===== src/rtl/id_ex_stage.sv =====
// id_ex_stage: ID/EX pipeline register with load-use hazard detection, bubble insertion and stall
//
// Ports:
//   clk, rst_n                 clock, asynchronous active-low reset
//   id_valid                   ID holds a real instruction
//   id_pc_plus4 .. id_imm      DW-wide operands from ID
//   id_rs, id_rt, id_rd        register specifiers
//   id_funct, id_alu_op        ALU control inputs
//   id_reg_write .. id_reg_dst main-control signals
//   flush_i                    kill the ID instruction (branch taken downstream)
//   hold_i                     freeze this register (downstream busy)
//   ex_*                       registered copies presented to EX
//   stall_o                    combinational; hold PC and IF/ID this cycle
//   perf_bubbles               saturating count of load-use bubbles
module id_ex_stage #(
    parameter int DW  = 32,
    parameter int PCW = 16
) (
    input  logic           clk,
    input  logic           rst_n,
    input  logic           id_valid,
    input  logic [DW-1:0]  id_pc_plus4,
    input  logic [DW-1:0]  id_rs_data,
    input  logic [DW-1:0]  id_rt_data,
    input  logic [DW-1:0]  id_imm,
    input  logic [4:0]     id_rs,
    input  logic [4:0]     id_rt,
    input  logic [4:0]     id_rd,
    input  logic [5:0]     id_funct,
    input  logic [1:0]     id_alu_op,
    input  logic           id_reg_write,
    input  logic           id_mem_to_reg,
    input  logic           id_mem_read,
    input  logic           id_mem_write,
    input  logic           id_branch,
    input  logic           id_alu_src,
    input  logic           id_reg_dst,
    input  logic           flush_i,
    input  logic           hold_i,
    output logic           ex_valid,
    output logic [DW-1:0]  ex_pc_plus4,
    output logic [DW-1:0]  ex_rs_data,
    output logic [DW-1:0]  ex_rt_data,
    output logic [DW-1:0]  ex_imm,
    output logic [4:0]     ex_rs,
    output logic [4:0]     ex_rt,
    output logic [4:0]     ex_rd,
    output logic [5:0]     ex_funct,
    output logic [1:0]     ex_alu_op,
    output logic           ex_reg_write,
    output logic           ex_mem_to_reg,
    output logic           ex_mem_read,
    output logic           ex_mem_write,
    output logic           ex_branch,
    output logic           ex_alu_src,
    output logic           ex_reg_dst,
    output logic           stall_o,
    output logic [PCW-1:0] perf_bubbles
);

    logic haz;
    logic bubble;
    logic count_en;

    // id_rt is compared for every opcode; a spurious stall is cheaper than decoding the format
    assign haz = ex_valid & ex_mem_read & id_valid & (ex_rt != 5'd0) &
                 ((ex_rt == id_rs) | (ex_rt == id_rt));

    assign stall_o  = (haz | hold_i) & ~flush_i;
    // flush beats hold; hold beats hazard
    assign bubble   = flush_i | (~hold_i & haz);
    assign count_en = ~flush_i & ~hold_i & haz & (perf_bubbles != {PCW{1'b1}});

    always_ff @(posedge clk or negedge rst_n) begin
        if (!rst_n) begin
            ex_valid      <= 1'b0;
            ex_pc_plus4   <= '0;
            ex_rs_data    <= '0;
            ex_rt_data    <= '0;
            ex_imm        <= '0;
            ex_rs         <= '0;
            ex_rt         <= '0;
            ex_rd         <= '0;
            ex_funct      <= '0;
            ex_alu_op     <= '0;
            ex_reg_write  <= 1'b0;
            ex_mem_to_reg <= 1'b0;
            ex_mem_read   <= 1'b0;
            ex_mem_write  <= 1'b0;
            ex_branch     <= 1'b0;
            ex_alu_src    <= 1'b0;
            ex_reg_dst    <= 1'b0;
        end else if (bubble) begin
            ex_valid      <= 1'b0;
            ex_pc_plus4   <= '0;
            ex_rs_data    <= '0;
            ex_rt_data    <= '0;
            ex_imm        <= '0;
            ex_rs         <= '0;
            ex_rt         <= '0;
            ex_rd         <= '0;
            ex_funct      <= '0;
            ex_alu_op     <= '0;
            ex_reg_write  <= 1'b0;
            ex_mem_to_reg <= 1'b0;
            ex_mem_read   <= 1'b0;
            ex_mem_write  <= 1'b0;
            ex_branch     <= 1'b0;
            ex_alu_src    <= 1'b0;
            ex_reg_dst    <= 1'b0;
        end else if (!hold_i) begin
            // an invalid ID slot loads as-is; downstream qualifies with ex_valid
            ex_valid      <= id_valid;
            ex_pc_plus4   <= id_pc_plus4;
            ex_rs_data    <= id_rs_data;
            ex_rt_data    <= id_rt_data;
            ex_imm        <= id_imm;
            ex_rs         <= id_rs;
            ex_rt         <= id_rt;
            ex_rd         <= id_rd;
            ex_funct      <= id_funct;
            ex_alu_op     <= id_alu_op;
            ex_reg_write  <= id_reg_write;
            ex_mem_to_reg <= id_mem_to_reg;
            ex_mem_read   <= id_mem_read;
            ex_mem_write  <= id_mem_write;
            ex_branch     <= id_branch;
            ex_alu_src    <= id_alu_src;
            ex_reg_dst    <= id_reg_dst;
        end
    end

    // only hazard bubbles are counted; saturates instead of wrapping
    always_ff @(posedge clk or negedge rst_n) begin
        if (!rst_n)
            perf_bubbles <= '0;
        else if (count_en)
            perf_bubbles <= perf_bubbles + 1'b1;
    end

endmodule


===== config.mk =====
export PLATFORM = sky130hd
export DESIGN_NAME = id_ex_stage
export DESIGN_NICKNAME = d
export VERILOG_FILES = /design/src/rtl/id_ex_stage.sv
export SDC_FILE = /design/constraint.sdc
export NUM_CORES = 1
export LEC_CHECK = 0
export CORE_ASPECT_RATIO = 1.4
export CORE_MARGIN = 2
export CORE_UTILIZATION = 43
export CTS_BUF_LIST = sky130_fd_sc_hd__clkbuf_4
export DETAILED_ROUTE_END_ITERATION = 6
export PLACE_DENSITY_LB_ADDON = 0.1
export SLEW_MARGIN = 25
export SYNTH_ARGS = -nofsm -noshare
export SYNTH_HDL_FRONTEND = slang
export SYNTH_SLANG_ARGS = --single-unit

===== constraint.sdc =====
create_clock -name clk -period 2.7 [get_ports clk]
set_clock_uncertainty 0.15 [all_clocks]
set_input_delay 0.405 -clock clk [delete_from_list [all_inputs] [get_ports clk]]
set_output_delay 0.405 -clock clk [all_outputs]
set_load 0.05 [all_outputs]

==> out/summary.log, run 1 <==
[outcome] result of the run finished clean
[power_and_ir_drop] overall power consumption 5.67 mW
[grt] vias in the first global route 6956
[sta] setup repair after global routing missed its margin false
[clocking] Clock Latency Late Sink 0.56 ns
[floorplan] number of rows in the core area 56
[sta] fmax 385 MHz
[synthesis] Warnings, synthesis 0
[grt] initial antenna violation count 1
[critical_path] critical path data required time 2.14 ns
[sta] Max transition margin 58.2%
[placement] area after detailed placement 11000 µm²
[synthesis] net count after synthesis 969
[placement] post-detailed-placement half-perimeter wirelength 16.2 mm
[critical_path] largest fanout on the critical path 4
[synthesis] Mean Syn Cell Area 9.21 µm²
[synthesis] sequential-to-total area share from yosys stat 59.0%
[sta] post-route clock period utilization 96.1%
[job] Maximum Capacitance Violations 0
[critical_path] crit start category register
[placement] post-placement cell count 1293
[layout] fill cell instance count of the final layout 1390
[synthesis] instance count of the mapped netlist 805
[route] routed vias 7153
[sta] clock period minus final worst setup slack 2.59 ns
[route] detailed-route wire length 24.0 mm
[clocking] clock sink count 175
[clocking] CTS HTree Levels 4
[synthesis] predominant post-synthesis flop cell dfrtp_1
[route] detailed-router iteration count before antenna repair 5
[layout] Storage cell area 4380 µm²
[power_and_ir_drop] Clk network pwr share 26.3%
[power_and_ir_drop] Leakage Power 4.86 nW
[layout] area taken by multi-input logic gates 2800 µm²
[synthesis] most common cell in the netlist dfrtp_1
[floorplan] ports placed on the boundary 339
[layout] relative area change from synthesis to final layout 53.5%
[floorplan] floorplan die height 159 µm
[clocking] CTS Root Cell clkbuf_4
[layout] share of the core filled with cells 67.7%
[floorplan] Die Wd 115 µm
[critical_path] Worst setup EP type output port
[placement] routability congestion estimate 0.781
[power_and_ir_drop] net switching power 1.80 mW
[synthesis] Synth top area share 59.0%
[power_and_ir_drop] switching power as a share of total power 31.8%
[power_and_ir_drop] Int Pwr 3.87 mW
[sta] slew at the pin with the worst max-slew slack 0.627 ns
[power_and_ir_drop] worst-case vdd ir drop 0.345 mV
[clocking] clock transition at the register clock pins on the worst setup and hold paths after CTS 0.14 ns
[route] vias per cell 5.37
[clocking] number of buffers created by CTS 17
[placement] number of buffers added on ports 338
[critical_path] Worst Path Class, Setup reg2out
[grt] maximum number of pins on one net before global-route repair 127
[route] count of routing violations after the opening detailed-route iteration 612
[floorplan] area of the die 18300 µm²
[synthesis] total of flip-flops plus latches after synthesis 175
[synthesis] EDFF count, synth 0
[synthesis] cell accounting for the most synthesized area dfrtp_1
[power_and_ir_drop] power share of the sequential group 49.7%
[sta] Total Neg Setup Slack 0 ns
[critical_path] cell count of the worst reg-to-reg path 8
[hold_path] instance count along the most critical hold path 2
[layout] final cell count without fillers 1331
[synthesis] post-synthesis instance area 7420 µm²
[sta] Final Max Tran Viols 0
[clocking] TritonCTS clock tree yes
[sta] Hold Worst Slack 0.0787 ns
[synthesis] Synth top cells by count dfrtp_1, nand2_1, nand3_1, a21oi_1, clkbuf_1
[sta] setup-violating endpoint count in the final report 0
[grt] global-route wire length before repair 37.6 mm
[floorplan] starting density of the core 44.1%
[sta] post-layout worst setup margin 0.106 ns
[power_and_ir_drop] power density cells 498 nW/µm²
[critical_path] Worst Path Arrival 2.04 ns
[hold_path] Min-Delay Path Class in2reg
[grt] GRT Resource Usage Total 25.9%
[grt] grt ovf 0
[route] number of remaining DRC errors 0
[synthesis] async set-reset flop share out of synthesis 100%
[floorplan] core box area 16800 µm²
[layout] layout cells sized above 1 7.19%
[route] antenna viol nets, final 0
[placement] post-placement setup slack 0.0517 ns
[layout] final instance area 11400 µm²
[synthesis] distinct cell type count of the synthesized netlist 27
[route] detail-routed net length per standard cell 18.0 µm
[sta] final number of hold-violating endpoints 0
[synthesis] top post-synthesis cells by area dfrtp_1, nand3_1, a21oi_1
[power_and_ir_drop] combinational share of power 24.1%
[clocking] Longest Clk Path Bufs 2
[layout] Final nets 1278
==> layout make-up <==
cell class | instances | area share [%]
Tap cell | 203 | 2.23
Clock inverter | 11 | 1.02
Timing Repair Buffer | 364 | 32.2
Clock buffer | 21 | 1.38
Inverter | 2 | 0.0879
Antenna cell | 1 | 0.0220
Sequential cell | 175 | 38.5
Multi-Input combinational cell | 554 | 24.6
==> final timing paths <==
kind | slack [ns] | startpoint | end
min reg2reg | 0.35 | perf_bubbles[15] | perf_bubbles[15]
max reg2reg | 0.32 | ex_rt[1] | ex_rt[2]
min in group asynchronous | 0.18 | rst_n | ex_imm[0]
max in group asynchronous | 1.44 | rst_n | ex_rt[1]
max | 0.11 | ex_rt[3] | stall_o
min | 0.08 | flush_i | ex_pc_plus4[17]
==> cells in the final DEF (no fill, tap or decap), types with 2 or more instances in the layout <==
| master | netlist | final |
|---|---|---|
| clkinvlp_4 | 0 | 2 |
| and3_1 | 3 | 3 |
| bufinv_16 | 0 | 2 |
| clkinv_2 | 0 | 4 |
| buf_4 | 0 | 21 |
| dfrtp_2 | 0 | 4 |
| buf_12 | 0 | 7 |
| nor3_1 | 7 | 5 |
| nand2_1 | 166 | 166 |
| a21oi_1 | 161 | 160 |
| xor2_1 | 17 | 17 |
| clkdlybuf4s50_1 | 0 | 334 |
| clkbuf_4 | 0 | 21 |
| dfrtp_1 | 175 | 171 |
| xnor2_1 | 7 | 2 |
| nand3_1 | 166 | 166 |
| nor4_1 | 8 | 8 |
| xnor2_2 | 0 | 5 |
| nor2_1 | 5 | 5 |
| nand4_1 | 3 | 3 |
| and3_4 | 2 | 2 |
==> layer usage <==
layer	part of all wire (%)	vias up	GRT usage, %
met5	0	-	0
met4	2.5	0	8.43
met1	40	3465	32.4
met2	50	285	42.4
li1	-	3368	-
met3	8.2	35	8.30
==> logic make-up after synthesis <==
kind of cell,after synthesis,share of synthesized area [%]
and+or+nand+nor,364,22.3
buffers and inverters,76,4.28
muxes,2,0.337
DFF,175,59.0
AOI/OAI and AO/OA,163,11.0
xor gates and xnor gates,24,2.83
adders and majority gates,1,0.169
==> worst max-delay path: stages (launching register included) <==
cell     delay (ns)
dfrtp_2        0.48
xnor2_2        0.17
nand3_1        0.11
nor3_2         0.24
o21ai_4        0.10
a21oi_4        0.20
buf_12         0.16
==> power by group through the flow <==
stage / clock network (mW) / logic (mW) / registers (mW)
4_1_cts: 1.53 / 1.36 / 2.82
3_5_place_dp: 0 / 1.36 / 2.87
3_3_place_gp: 0 / 1.35 / 2.86
6_report: 1.49 / 1.37 / 2.82
2_1_floorplan: 0 / 0.263 / 3.30
5_1_grt: 1.65 / 1.45 / 2.83
==> repair_timing <==
action | in CTS | in global routing
cloned | 0 | 0
pin swaps | 1 | 5
endpoints found under the hold margin | 52 | 0
setup buffers | 1 | 3
gates resized for setup | 5 | 8
endpoints found under the setup margin | 1 | 1
hold buffers | 1 | 0
Note: power is estimated with default switching activity, not from simulation.
==> run 2: changes to the inputs <==
--- a/config.mk
+++ b/config.mk
@@ -6,7 +6,6 @@
 export NUM_CORES = 1
 export LEC_CHECK = 0
 export CORE_ASPECT_RATIO = 1.4
-export CORE_MARGIN = 2
 export CORE_UTILIZATION = 43
 export CTS_BUF_LIST = sky130_fd_sc_hd__clkbuf_4
 export DETAILED_ROUTE_END_ITERATION = 6
==> out/summary.log, run 2 (same netlist as run 1, synthesis figures left out) <==
[clocking] CTS HTree Levels 4 [unchanged]
[job] Maximum Capacitance Violations 0 [unchanged]
[sta] setup repair after global routing missed its margin false [unchanged]
[sta] post-route clock period utilization 95.8% [was 96.1%]
[sta] fmax 387 MHz [was 385 MHz]
[layout] most frequent standard cell in the layout excluding fill and tap cells clkdlybuf4s50_1 [unchanged]
[critical_path] reg2reg end perf_bubbles[1] [was ex_rt[2]]
[critical_path] setup slack on the worst flop-to-flop path 0.53 ns [was 0.32 ns]
[placement] post-detailed-placement half-perimeter wirelength 15.4 mm [was 16.2 mm]
[grt] grt ovf 0 [unchanged]
[grt] global-route wire length before repair 36.3 mm [was 37.6 mm]
[sta] setup-violating endpoint count in the final report 0 [unchanged]
[power_and_ir_drop] worst-case vdd ir drop 0.265 mV [was 0.345 mV]
[grt] vias in the first global route 6848 [was 6956]
[sta] Total Neg Setup Slack 0 ns [unchanged]
[sta] Final Max Tran Viols 0 [unchanged]
[floorplan] Die Wd 113 µm [was 115 µm]
[floorplan] core box area 16800 µm² [unchanged]
[critical_path] Worst setup EP type output port [unchanged]
[floorplan] number of rows in the core area 56 [unchanged]
[sta] slew at the pin with the worst max-slew slack 0.955 ns [was 0.627 ns]
[hold_path] origin of the worst min-delay path flush_i [unchanged]
[sta] clock period minus final worst setup slack 2.59 ns [about the same]
[hold_path] capture endpoint of the worst hold path ex_rs_data[28] [was ex_pc_plus4[17]]
[placement] number of buffers added on ports 338 [unchanged]
[critical_path] critical path data required time 2.14 ns [about the same]
[hold_path] instance count along the most critical hold path 2 [unchanged]
[floorplan] starting density of the core 44.1% [unchanged]
[route] antenna viol nets, final 0 [unchanged]
[route] vias per cell 5.35 [was 5.37]
[layout] share of the core filled with cells 66.8% [was 67.7%]
[layout] final instance area 11200 µm² [was 11400 µm²]
[placement] routability congestion estimate 0.781 [about the same]
[clocking] post-CTS setup repair buffer count 0 [was 1]
[route] routed vias 7086 [was 7153]
[clocking] clock transition at the register clock pins on the worst setup and hold paths after CTS 0.15 ns [was 0.14 ns]
[clocking] Longest Clk Path Bufs 2 [unchanged]
[power_and_ir_drop] Leakage Power 4.77 nW [was 4.86 nW]
[critical_path] Worst Path Class, Setup reg2out [unchanged]
[critical_path] crit start category register [unchanged]
[grt] initial antenna violation count 1 [unchanged]
[clocking] clock sink count 175 [unchanged]
[critical_path] cell count of the worst reg-to-reg path 6 [was 8]
[route] detail-routed net length per standard cell 17.6 µm [was 18.0 µm]
[grt] maximum number of pins on one net before global-route repair 92 [was 127]
[sta] Max transition margin 36.3% [was 58.2%]
[power_and_ir_drop] power density cells 489 nW/µm² [was 498 nW/µm²]
[layout] Final nets 1271 [was 1278]
[critical_path] largest fanout on the critical path 5 [was 4]
[floorplan] ports placed on the boundary 339 [unchanged]
[floorplan] floorplan die height 157 µm [was 159 µm]
[layout] relative area change from synthesis to final layout 51.5% [was 53.5%]
[floorplan] area of the die 17800 µm² [was 18300 µm²]
[route] detailed-route wire length 23.3 mm [was 24.0 mm]
[clocking] Clock Latency Late Sink 0.57 ns [was 0.56 ns]
[route] count of routing violations after the opening detailed-route iteration 568 [was 612]
[route] detailed-router iteration count before antenna repair 5 [unchanged]
[layout] commonest non-fill, non-tap cells in the layout clkdlybuf4s50_1, dfrtp_1, nand3_1, nand2_1, a21oi_1 [unchanged]
[clocking] number of buffers created by CTS 17 [unchanged]
[critical_path] Worst Path Arrival 2.03 ns [was 2.04 ns]
[outcome] result of the run finished clean [unchanged]
[layout] layout cells sized above 1 5.89% [was 7.19%]
[hold_path] Min-Delay Path Class in2reg [unchanged]
[route] number of remaining DRC errors 0 [unchanged]
[placement] area after detailed placement 11000 µm² [about the same]
[sta] final number of hold-violating endpoints 0 [unchanged]
[critical_path] startpoint of the worst-slack reg-to-reg timing path perf_bubbles[2] [was ex_rt[1]]
[clocking] TritonCTS clock tree yes [unchanged]
[grt] GRT Resource Usage Total 26.2% [was 25.9%]
[clocking] CTS Root Cell clkbuf_4 [unchanged]
## run 2: repair_timing
action                                 CTS  global route
gates resized for setup                  3             1
setup endpoints to repair                1             1
endpoints found under the hold margin   48             0
hold buffers                             2             0
pin swaps                                1             1
cloned                                   0             0
## run 2: worst max-delay path by stage
stage,start,to,slack [ns],cells after the start
4_1_cts,ex_rt[4],stall_o,0.01,6
5_1_grt,ex_rt[4],stall_o,0.001,6
3_3_place_gp,id_rt[4],perf_bubbles[1],0.11,7
3_5_place_dp,id_rs[1],perf_bubbles[15],0.06,8
2_1_floorplan,ex_rt[4],stall_o,0.06,7
6_report,ex_rt[1],stall_o,0.11,6
## run 2: layout make-up
class | count | area, µm²
flip-flops and latches | 175 | 4380
well taps | 203 | 254
diodes | 1 | 2.50
clock inverters | 13 | 91.3
fillers | 1390 | 5580
multi-input cells | 554 | 2750
repair buffers | 357 | 3610
inverters | 2 | 10.0
clock buffers | 19 | 143
## run 2: per-layer routing
metal / track usage (%) / share of wire, % / vias to the layer above
li1: - / - / 3353
met1: 32.0 / 40 / 3395
met2: 42.2 / 48 / 297
met3: 8.28 / 8.8 / 41
met4: 12.4 / 3.2 / 0
met5: 0 / 0 / -
## run 2: power by group
| part | internal, mW | leakage, nW | switching [mW] | total, mW |
|---|---|---|---|---|
| registers | 2.74 | 2.33 | 0.0741 | 2.82 |
| logic | 0.529 | 2.32 | 0.817 | 1.35 |
| clock network | 0.385 | 0.119 | 0.944 | 1.33 |
## run 2: through the flow
step | worst slack, ns | hold WS, ns | cells | power [mW]
after global routing | 0.00141 | 0.0508 | 1324 | 5.73
after detailed placement | 0.0641 | 0.229 | 1289 | 4.21
after CTS | 0.0136 | 0.0273 | 1323 | 5.54
after global placement | 0.108 | 0.229 | 1289 | 4.21
after floorplan | 0.0613 | -0.0406 | 805 | 3.56
final | 0.113 | 0.0677 | 1324 | 5.49
## run 2: critical path: stages (launching register included)
cell	delay (ns)
dfrtp_2	0.48
xnor2_1	0.18
nand3_1	0.13
nor3_2	0.20
o21ai_4	0.12
a21oi_2	0.20
buf_12	0.16
==> run 3: changes to the inputs <==
--- a/config.mk
+++ b/config.mk
@@ -10,7 +10,7 @@
 export CTS_BUF_LIST = sky130_fd_sc_hd__clkbuf_4
 export DETAILED_ROUTE_END_ITERATION = 6
 export PLACE_DENSITY_LB_ADDON = 0.1
-export SLEW_MARGIN = 25
+export SLEW_MARGIN = 0
 export SYNTH_ARGS = -nofsm -noshare
 export SYNTH_HDL_FRONTEND = slang
 export SYNTH_SLANG_ARGS = --single-unit
==> results of run 3 <==
Final layout, timing and power as in run 2 (identical DEF).
